[config.mk]
export PLATFORM = sky130hd
export DESIGN_NAME = fixed_power_flat
export DESIGN_NICKNAME = d
export VERILOG_FILES = /design/src/rtl/fixed_power_if.sv /design/src/rtl/fixed_power.sv /design/src/flat_wrapper.sv
export SDC_FILE = /design/constraint.sdc
export NUM_CORES = 1
export LEC_CHECK = 0
export ABC_CLOCK_PERIOD_IN_PS = 10000
export BUFFER_PORTS_ARGS = -buffer_cell sky130_fd_sc_hd__buf_2
export CORE_ASPECT_RATIO = 1.4
export CORE_UTILIZATION = 40
export CTS_CLUSTER_SIZE = 30
export DETAILED_ROUTE_END_ITERATION = 7
export PLACE_DENSITY_LB_ADDON = 0.05
export SYNTH_ARGS = -nofsm -noshare
export SYNTH_HDL_FRONTEND = slang
export SYNTH_SLANG_ARGS = --single-unit
[constraint.sdc]
create_clock -name clk -period 10 [get_ports clk]
set_input_delay 1.5 -clock clk [delete_from_list [all_inputs] [get_ports clk]]
set_output_delay 1.5 -clock clk [all_outputs]
set_load 0.01 [all_outputs]
[src/rtl/fixed_power_if.sv]
// Request/result bundle for the fixed_power exponentiation unit.
// The master drives requests and the slave (the power unit) returns results.
interface fixed_power_if #(
  parameter int DATA_W = 20
);
  logic              in_valid;
  logic [DATA_W-1:0] in_data_1;
  logic [2:0]        in_data_2;
  logic              busy;
  logic              out_valid;
  logic [DATA_W-1:0] out_data;
  logic              out_ovf;

  modport master (
    output in_valid, in_data_1, in_data_2,
    input  busy, out_valid, out_data, out_ovf
  );

  modport slave (
    input  in_valid, in_data_1, in_data_2,
    output busy, out_valid, out_data, out_ovf
  );
endinterface

[src/rtl/fixed_power.sv]
// Iterative unsigned Q10.10 base^n (n = 0..7), one multiply per clock.
// Define FIXED_POWER_SATURATE_EN to clamp the result to all-ones after an overflow.
//
// state | meaning
// IDLE  | waiting for in_valid; latches base/n and seeds acc with 1.0
// MUL   | one truncating multiply per cycle, n cycles in total
// OUT   | loads the one-cycle result registers, then back to IDLE
module fixed_power #(
  parameter int FRAC_BITS = 10,
  parameter int DATA_W    = 20
) (
  input  logic        clk,
  input  logic        rst,
  fixed_power_if.slave bus
);
  localparam int PW = 2 * DATA_W;
  localparam logic [DATA_W-1:0] ONE = DATA_W'(1) << FRAC_BITS;

  typedef enum logic [1:0] {
    IDLE = 2'd0,
    MUL  = 2'd1,
    OUT  = 2'd2
  } state_t;

  state_t state_q, state_d;

  logic [DATA_W-1:0] base_q;
  logic [2:0]        n_q;
  logic [DATA_W-1:0] acc_q;
  logic [2:0]        cnt_q;
  logic              ovf_q;
  logic              out_valid_q;
  logic [DATA_W-1:0] out_data_q;
  logic              out_ovf_q;

  logic [PW-1:0]     prod;
  logic [PW-1:0]     prod_sh;
  logic              prod_ovf;
  logic [DATA_W-1:0] acc_next;

  assign prod     = PW'(acc_q) * PW'(base_q);
  assign prod_sh  = prod >> FRAC_BITS;
  // Anything above the integer field of the result is lost precision.
  assign prod_ovf = |prod_sh[PW-1:DATA_W];

`ifdef FIXED_POWER_SATURATE_EN
  assign acc_next = (ovf_q | prod_ovf) ? '1 : prod_sh[DATA_W-1:0];
`else
  assign acc_next = prod_sh[DATA_W-1:0];
`endif

  always_ff @(posedge clk or posedge rst) begin
    if (rst) begin
      state_q <= IDLE;
    end else begin
      state_q <= state_d;
    end
  end

  always_comb begin
    state_d = state_q;
    case (state_q)
      IDLE: begin
        if (bus.in_valid) begin
          state_d = (bus.in_data_2 != 3'd0) ? MUL : OUT;
        end
      end
      MUL: begin
        if (cnt_q == n_q - 3'd1) begin
          state_d = OUT;
        end
      end
      OUT:     state_d = IDLE;
      default: state_d = IDLE;
    endcase
  end

  always_ff @(posedge clk or posedge rst) begin
    if (rst) begin
      base_q      <= '0;
      n_q         <= '0;
      acc_q       <= ONE;
      cnt_q       <= '0;
      ovf_q       <= 1'b0;
      out_valid_q <= 1'b0;
      out_data_q  <= '0;
      out_ovf_q   <= 1'b0;
    end else begin
      out_valid_q <= 1'b0;
      out_data_q  <= '0;
      out_ovf_q   <= 1'b0;
      case (state_q)
        IDLE: begin
          if (bus.in_valid) begin
            base_q <= bus.in_data_1;
            n_q    <= bus.in_data_2;
            acc_q  <= ONE;
            cnt_q  <= '0;
            ovf_q  <= 1'b0;
          end
        end
        MUL: begin
          acc_q <= acc_next;
          ovf_q <= ovf_q | prod_ovf;
          cnt_q <= cnt_q + 3'd1;
        end
        OUT: begin
          out_valid_q <= 1'b1;
          out_data_q  <= acc_q;
          out_ovf_q   <= ovf_q;
        end
        default: ;
      endcase
    end
  end

  assign bus.busy      = (state_q != IDLE);
  assign bus.out_valid = out_valid_q;
  assign bus.out_data  = out_data_q;
  assign bus.out_ovf   = out_ovf_q;
endmodule

[src/flat_wrapper.sv]
// flat-port wrapper written by rule: the top's interface ports become plain ports
module fixed_power_flat 
#(
  parameter int FRAC_BITS = 10,
  parameter int DATA_W    = 20
)
  (clk, rst, bus_in_valid, bus_in_data_1, bus_in_data_2, bus_busy, bus_out_valid, bus_out_data, bus_out_ovf);
  fixed_power_if #(.DATA_W(DATA_W)) bus_i ();
  input  logic clk;
  input  logic rst;
  input wire logic [$bits(bus_i.in_valid)-1:0] bus_in_valid;
  input wire logic [$bits(bus_i.in_data_1)-1:0] bus_in_data_1;
  input wire logic [$bits(bus_i.in_data_2)-1:0] bus_in_data_2;
  output wire logic [$bits(bus_i.busy)-1:0] bus_busy;
  output wire logic [$bits(bus_i.out_valid)-1:0] bus_out_valid;
  output wire logic [$bits(bus_i.out_data)-1:0] bus_out_data;
  output wire logic [$bits(bus_i.out_ovf)-1:0] bus_out_ovf;
  assign bus_i.in_valid = bus_in_valid;
  assign bus_i.in_data_1 = bus_in_data_1;
  assign bus_i.in_data_2 = bus_in_data_2;
  assign bus_busy = bus_i.busy;
  assign bus_out_valid = bus_i.out_valid;
  assign bus_out_data = bus_i.out_data;
  assign bus_out_ovf = bus_i.out_ovf;
  fixed_power #(.FRAC_BITS(FRAC_BITS), .DATA_W(DATA_W)) u_core (.clk(clk), .rst(rst), .bus(bus_i));
endmodule
== Word-level counts from Yosys, hierarchy flattened ==
Cells that the tools add are included.
Word-level totals
  register bits: 71
  bits in latches: 0
  memory bits (writable): 0
  ROM bits: 0
  input port bits: 26
  memories kept: 0
Operators by class
  add/sub/neg operators: 2
  multipliers: 1
  div/mod/pow operators: 0
  $lt $le $gt $ge: 0
  equality and inequality tests: 5
  shifts and indexed selects: 0
  multiplexer cells: 13
  bitwise logic cells: 1
  reductions and logical operators: 8
Operators by type and width (number)
  $mul 20x20->40: 1
  $mux 20: 2
  $pmux 20 s2: 1
  $reduce_or 10->1: 1
  $mux 2: 3
  $pmux 3 s2: 1
  $reduce_and 2->1: 3
  $pmux 2 s2: 1
  $reduce_bool 2->1: 2
  $add 3x1->3 const B: 1
  $eq 3x3->1: 1
  $mux 1: 3
  $mux 3: 1
  $reduce_bool 3->1: 1
  $sub 3x1->3 const B: 1
  $eq 2x1->1 const B: 1
  $eq 2x2->1 const B: 1
  $logic_not 2->1: 1
  $ne 2x1->1 const B: 1
  $ne 2x2->1 const B: 1
  $pmux 1 s2: 1
  $or 1x1->1: 1

== Depth between registers and ports, before layout ==
Gate-level depths: netlist (run 1).
  depth in word-level cells: 4
  gate-level depth with buffers: 28
  gate-level depth less buffers: 26

== Worst setup path after synthesis (run 1) ==
OpenSTA, ideal clock, no wires.
  path kind: reg-to-reg
  start point: register u_core.acc_q[10]
  end point: register u_core.ovf_q
  library setup time: 0.131 ns
  arrival: 6.496 ns
  data required time: 9.869 ns
  setup slack: 3.373 ns
  stages on the path, launching flop included: 25
  clock period less this slack: 6.627 ns
  cell sequence: dfstp_2 > clkbuf_1 > and2_1 > fa_1 > fa_1 > inv_1 > fa_1 > inv_1 > fa_1 > fa_1 > fa_1 > inv_1 > fa_1 > inv_1 > ha_1 > a21o_1 > a21o_1 > a21o_1 > a2111oi_2 > a21oi_1 > a311oi_2 > xor2_1 > nand3_1 > nor4_1 > a31oi_1
On the way
  longest elaborated chain between the ends: 4
Ends and longest elaborated chain
  start, declared: RTL line fixed_power.sv:29  | logic [DATA_W-1:0] acc_q;
  start signal, assigned: RTL line fixed_power.sv:103  | acc_q <= acc_next;
  $mul 20x20->40: RTL line fixed_power.sv:41  | assign prod = PW'(acc_q) * PW'(base_q);
  $reduce_or 10->1: RTL line fixed_power.sv:44  | assign prod_ovf = |prod_sh[PW-1:DATA_W];
  $or 1x1->1: RTL line fixed_power.sv:104  | ovf_q <= ovf_q | prod_ovf;
  $pmux 1 s2: RTL line fixed_power.sv:92  | case (state_q)
  end signal, assigned: RTL line fixed_power.sv:104
  end, declared: RTL line fixed_power.sv:31  | logic ovf_q;
No other way between the ends.
A chain may end at the register's enable or synchronous reset.

== Final worst setup path (run 1) ==
  start point: register u_core.acc_q[9]
  end point: register u_core.ovf_q
The elaborated chain is that of the path after synthesis.

==> metrics, run 1 <==
status=finished, final reports clean; Cell variety after synth=55; CTS Buf Count=9; Layout Cells excl Fill=2266; EDFF count, synth=0; Overall Global Routing Usage=0.2336; Placed Cells=2251; CP most frequent cell=fa_1; via count=11230; most frequent cells in the layout=inv_1, fa_1, and2_1, nand2_1, ha_1; worst setup path class=flop to flop; Syn Inst Count=1750; antenna-violating nets left=0; H-tree lvl count=3; pin count of the biggest net entering global routing=72; # diodes=0; detailed-placement wirelength estimate=34470 um; yosys warns=0; Die Height=239.6 um; Top FF cell, synth=dfrtp_1; Max Freq=0.1286 GHz; Die Area=0.04113 sq mm; initial antenna violation count=0; Async SR Flop Fraction=1.000; # IOs=49; Max Slew Vio Count=0; share of cells above drive strength 1=0.06847; DRC=0; setup slack, reg-to-reg=2.22 ns; met2 GRT Util=0.4536; maximum clock insertion buffer count=2; Sink Count=71; setup tns final=0 ns; Fill cells=4016; port buffer count=48; CTS tree=built; RR Startpoint=u_core.acc_q[9]$_DFFE_PP0P_; Worst EP arrival=8.02 ns; CP peak stage delay=1.09 ns; vias in the first global route=12820; sequential area share after synthesis=0.1103; Avg Cell Area, Syn=9.215 sq um; clk_lat worst skew=0.37 ns; met3 Usage GRT=0.01636; critical path endpoint=u_core.ovf_q$_DFFE_PP0P_; Worst Hold Class=flop to flop; max cap viols=0; CP bufs+invs=6; RSZ-0062 raised after global routing=false; vias per inst=4.957; setup bufs post-CTS=0; Routed WL=43450 um; Startpoint Class=flop; DRT Pass-1 Iters=5; Slew headroom=0.2137; Clock Tree Root=clkbuf_16; reg2reg end=u_core.ovf_q$_DFFE_PP0P_; CP top delay family=adder cells; GR peak layer=met2; Worst path depth=25; CP max stage cell=dfrtp_1; fin crit period=7.776 ns; row count=86; hold buffer count at cts=0; r2r worst-path depth=25; Worst Setup SP=u_core.acc_q[9]$_DFFE_PP0P_; WL/cell=19.18 um; Layout area overhead=6.269%; Cell Area, Synth=0.01613 sq mm; Slew @ Worst Pin=1.179 ns; Crit path required time=10.24 ns; Clock Pin Slew Worst Setup and Hold Paths=0.06 ns; synthesized flop and latch total=71; Hold Vio Cnt, Final=0; GPL Wtd Cong=0.8280; Final Setup Violations=0; 1st-iter DRT viols=433; Post-Syn Nets=2245; Setup Skew=0.007075 ns; most common cell after layout, fill and taps aside=inv_1; core box area=0.03960 sq mm; Final Cycle Share=0.7776; met1 Resource Use GR=0.2709; Crit. End Element=flop; final net count=2229; Initial Util=0.4072; first-pass GRT wire length=70900 um; gr ovfl total=0; die width=171.7 um; worst-path fanout max=22; cts repair resizes=0
[registers in the layout, indices dropped and copies added (netlist names)]
name,cells
u_core.bus.out_data,20
u_core.base_q,20
u_core.ovf_q,1
u_core.bus.out_valid,1
u_core.n_q,3
u_core.bus.out_ovf,1
u_core.acc_q,20
u_core.cnt_q,3
u_core.state_q,2
[layer usage]
layer	up-vias	wire, um
met2	138	24780
met5	-	0
met4	0	897
li1	5188	-
met3	41	686
met1	5865	17090
[logic make-up after synthesis]
| kind of cell | after synthesis | share of synthesized area |
|---|---|---|
| XOR/XNOR | 35 | 0.01901 |
| multiplexers | 22 | 0.01536 |
| adder cells (fa/ha/maj) | 469 | 0.5124 |
| AO/OA/AOI/OAI | 139 | 0.05687 |
| buffers and inverters | 468 | 0.1094 |
| flip-flops | 71 | 0.1103 |
| AND/OR/NAND/NOR | 546 | 0.1767 |
[synth_stat cells, types with 6 or more instances]
cell type	n	area, sq um
inv_1	372	1396
fa_1	319	6386
and2_1	269	1683
nand2_1	201	754.5
ha_1	150	1877
clkbuf_1	92	345.3
dfrtp_1	70	1752
o21ai_0	40	200.2
a21oi_1	38	190.2
mux2_2	22	247.7
nor2_1	22	82.58
xor2_1	18	157.7
xnor2_1	17	148.9
a21o_1	13	97.59
nor3_1	12	60.06
nand3_1	11	55.05
nand4_1	11	68.82
o21a_1	9	67.56
nor2b_1	6	37.54
[worst register-to-register path, delay by kind of cell, from the launching register on]
kind,cells,cell delay (ns)
simple gates,5,1.08
xor+xnor,1,0.10
fa+ha+maj,8,3.79
flops,1,1.09
compound gates,5,1.31
buf+inv,6,0.30
[layout make-up]
type                    count  area (sq um)  area share
flip-flops and latches     71          1778      0.1038
clock inverters             5         83.83    0.004892
repair buffers             69         397.9     0.02322
clock buffers              10         229.0     0.01336
well taps                 528         660.6     0.03855
multi-input cells        1211         12590      0.7347
inverters                 372          1398     0.08156
[how the worst min path moves through the flow]
stage                     slack [ns]                           end  depth (start not counted)                        start
after floorplan                 0.48  u_core.bus.out_ovf$_DFF_PP0_                          1     u_core.ovf_q$_DFFE_PP0P_
after global placement          0.47   u_core.acc_q[0]$_DFFE_PP0P_                          2  u_core.acc_q[0]$_DFFE_PP0P_
after detailed placement        0.47   u_core.acc_q[7]$_DFFE_PP0P_                          2  u_core.acc_q[7]$_DFFE_PP0P_
after CTS                       0.49   u_core.acc_q[7]$_DFFE_PP0P_                          2  u_core.acc_q[7]$_DFFE_PP0P_
after global routing            0.54   u_core.acc_q[7]$_DFFE_PP0P_                          2  u_core.acc_q[7]$_DFFE_PP0P_
final                           0.48   u_core.acc_q[0]$_DFFE_PP0P_                          2  u_core.acc_q[0]$_DFFE_PP0P_
[per-stage QoR]
stage	hold WS, ns	setup slack (ns)	utilization	instance area [sq um]
after floorplan	0.4773	3.373	-	16130
after global placement	0.4687	2.412	0.4249	16820
after detailed placement	0.4730	2.342	0.4249	16820
after CTS	0.4874	2.293	0.4328	17140
after global routing	0.5437	1.821	0.4328	17140
final	0.4845	2.224	0.4328	17140
Power of run 1 is not shown: default switching activity piles up to over one toggle a cycle in this logic, so the estimate is an artifact.
==> run 2, diff against run 1 <==
--- a/config.mk
+++ b/config.mk
@@ -5,7 +5,7 @@
 export SDC_FILE = /design/constraint.sdc
 export NUM_CORES = 1
 export LEC_CHECK = 0
-export ABC_CLOCK_PERIOD_IN_PS = 10000
+export ABC_CLOCK_PERIOD_IN_PS = 7850
 export BUFFER_PORTS_ARGS = -buffer_cell sky130_fd_sc_hd__buf_2
 export CORE_ASPECT_RATIO = 1.4
 export CORE_UTILIZATION = 40
==> constraint.sdc (replaced) <==
create_clock -name clk -period 7.85 [get_ports clk]
set_input_delay 1.1775 -clock clk [delete_from_list [all_inputs] [get_ports clk]]
set_output_delay 1.1775 -clock clk [all_outputs]
set_load 0.01 [all_outputs]
==> metrics, run 2 (same netlist as run 1, synthesis figures left out) <==
Startpoint Class=flop; Slew headroom=0.2896; gr ovfl total=0; Sink Count=71; CP most frequent cell=fa_1; hold buffer count at cts=0; Clock Tree Root=clkbuf_16; Routed WL=44310 um; most common cell after layout, fill and taps aside=inv_1; Max Freq=0.1352 GHz; CP peak stage delay=0.75 ns; final net count=2255; most frequent cells in the layout=inv_1, fa_1, and2_1, nand2_1, ha_1; fin crit period=7.398 ns; setup tns final=0 ns; Final Cycle Share=0.9424; H-tree lvl count=3; CTS Buf Count=9; row count=86; 1st-iter DRT viols=514; CP top delay family=adder cells; GPL Wtd Cong=0.8492; maximum clock insertion buffer count=2; vias in the first global route=13070; detailed-placement wirelength estimate=36870 um; Overall Global Routing Usage=0.2372; Max Slew Vio Count=0; setup ws final=0.4520 ns; Fill cells=4093; DRT Pass-1 Iters=5; via count=11410; DRC=0; pin count of the biggest net entering global routing=72; CP bufs+invs=4; max cap viols=0; # diodes=0; Crit. End Element=flop; initial antenna violation count=3; Hold Vio Cnt, Final=0; CP cell instances=and2_1 -> fa_1 -> inv_1 -> fa_1 -> fa_1 -> inv_1 -> fa_1 -> fa_1 -> fa_1 -> inv_1 -> fa_1 -> inv_1 -> ha_1 -> nand2_1 -> o21ai_0 -> o21ai_0 -> a2bb2oi_1 -> nand2_1 -> o31ai_4 -> a21boi_0 -> xnor2_1 -> nor4_1 -> a31oi_1; first-pass GRT wire length=72110 um; clk_lat worst skew=0.37 ns; status=finished, final reports clean; setup bufs post-CTS=0; CP max stage cell=dfrtp_1; RSZ-0062 raised after global routing=false; Clock Pin Slew Worst Setup and Hold Paths=0.07 ns; WL/cell=19.32 um; CTS tree=built; area of the multi-input gates=0.01259 sq mm; antenna-violating nets left=0; Setup Skew=0.01303 ns; Final Setup Violations=0; worst setup path class=flop to flop; cts repair resizes=0; Worst EP arrival=7.65 ns; Crit path required time=8.10 ns; core box area=0.03960 sq mm; port buffer count=48; Initial Util=0.4072; Storage cell area=0.001778 sq mm; pre-CTS WS=0.4674 ns; Slew @ Worst Pin=1.066 ns; Die Area=0.04113 sq mm; share of cells above drive strength 1=0.08329; Worst Hold Class=flop to flop; worst-path fanout max=21; vias per inst=4.975; Die Height=239.6 um; Layout area overhead=7.433%; # IOs=49; die width=171.7 um
run 2: cell types whose count changed in the layout (fill, tap and decap cells not counted):
| cell | before | now |
|---|---|---|
| buf_4 | 21 | 47 |
| bufinv_16 | 2 | 1 |
| clkbuf_1 | 1 | 0 |
| clkinv_2 | 1 | 2 |
| clkinvlp_4 | 2 | 1 |
| inv_6 | 0 | 2 |
| inv_8 | 0 | 1 |
run 2: metal layers:
layer	vias up	track usage	wire length (um)
met5	-	0	12
met4	2	0.07846	1259
met3	51	0.01487	658
met2	139	0.4642	25340
met1	5972	0.2663	17030
li1	5244	-	-
run 2: final cells by class:
cell class / count / area share
multi-input cells: 1211 / 0.7267
flip-flops and latches: 71 / 0.1026
inverters: 372 / 0.08067
well taps: 528 / 0.03813
repair buffers: 95 / 0.03423
clock buffers: 9 / 0.01300
clock inverters: 7 / 0.004622
run 2: final timing paths:
check / start / endpoint / slack (ns) / cells past startpoint
min in group asynchronous: rst / u_core.bus.out_data[14]$_DFF_PP0_ / 1.14 / 3
max: u_core.base_q[5]$_DFFE_PP0P_ / u_core.ovf_q$_DFFE_PP0P_ / 0.45 / 23
min reg2reg: u_core.n_q[2]$_DFFE_PP0P_ / u_core.n_q[2]$_DFFE_PP0P_ / 0.56 / 1
max reg2reg: u_core.base_q[5]$_DFFE_PP0P_ / u_core.ovf_q$_DFFE_PP0P_ / 0.45 / 23
min: u_core.n_q[2]$_DFFE_PP0P_ / u_core.n_q[2]$_DFFE_PP0P_ / 0.56 / 1
max in group asynchronous: rst / u_core.base_q[17]$_DFFE_PP0P_ / 6.02 / 3
run 2: through the flow:
stage | util | hold slack (ns) | instance area (sq um) | instances
floorplan | - | 0.4773 | 16130 | 1750
global placement | 0.4298 | 0.5509 | 17020 | 2277
detailed placement | 0.4298 | 0.5534 | 17020 | 2277
CTS | 0.4375 | 0.5688 | 17320 | 2293
global route | 0.4375 | 0.5949 | 17320 | 2293
finish | 0.4375 | 0.5644 | 17320 | 2293
Power of run 2 is left out for the same reason.
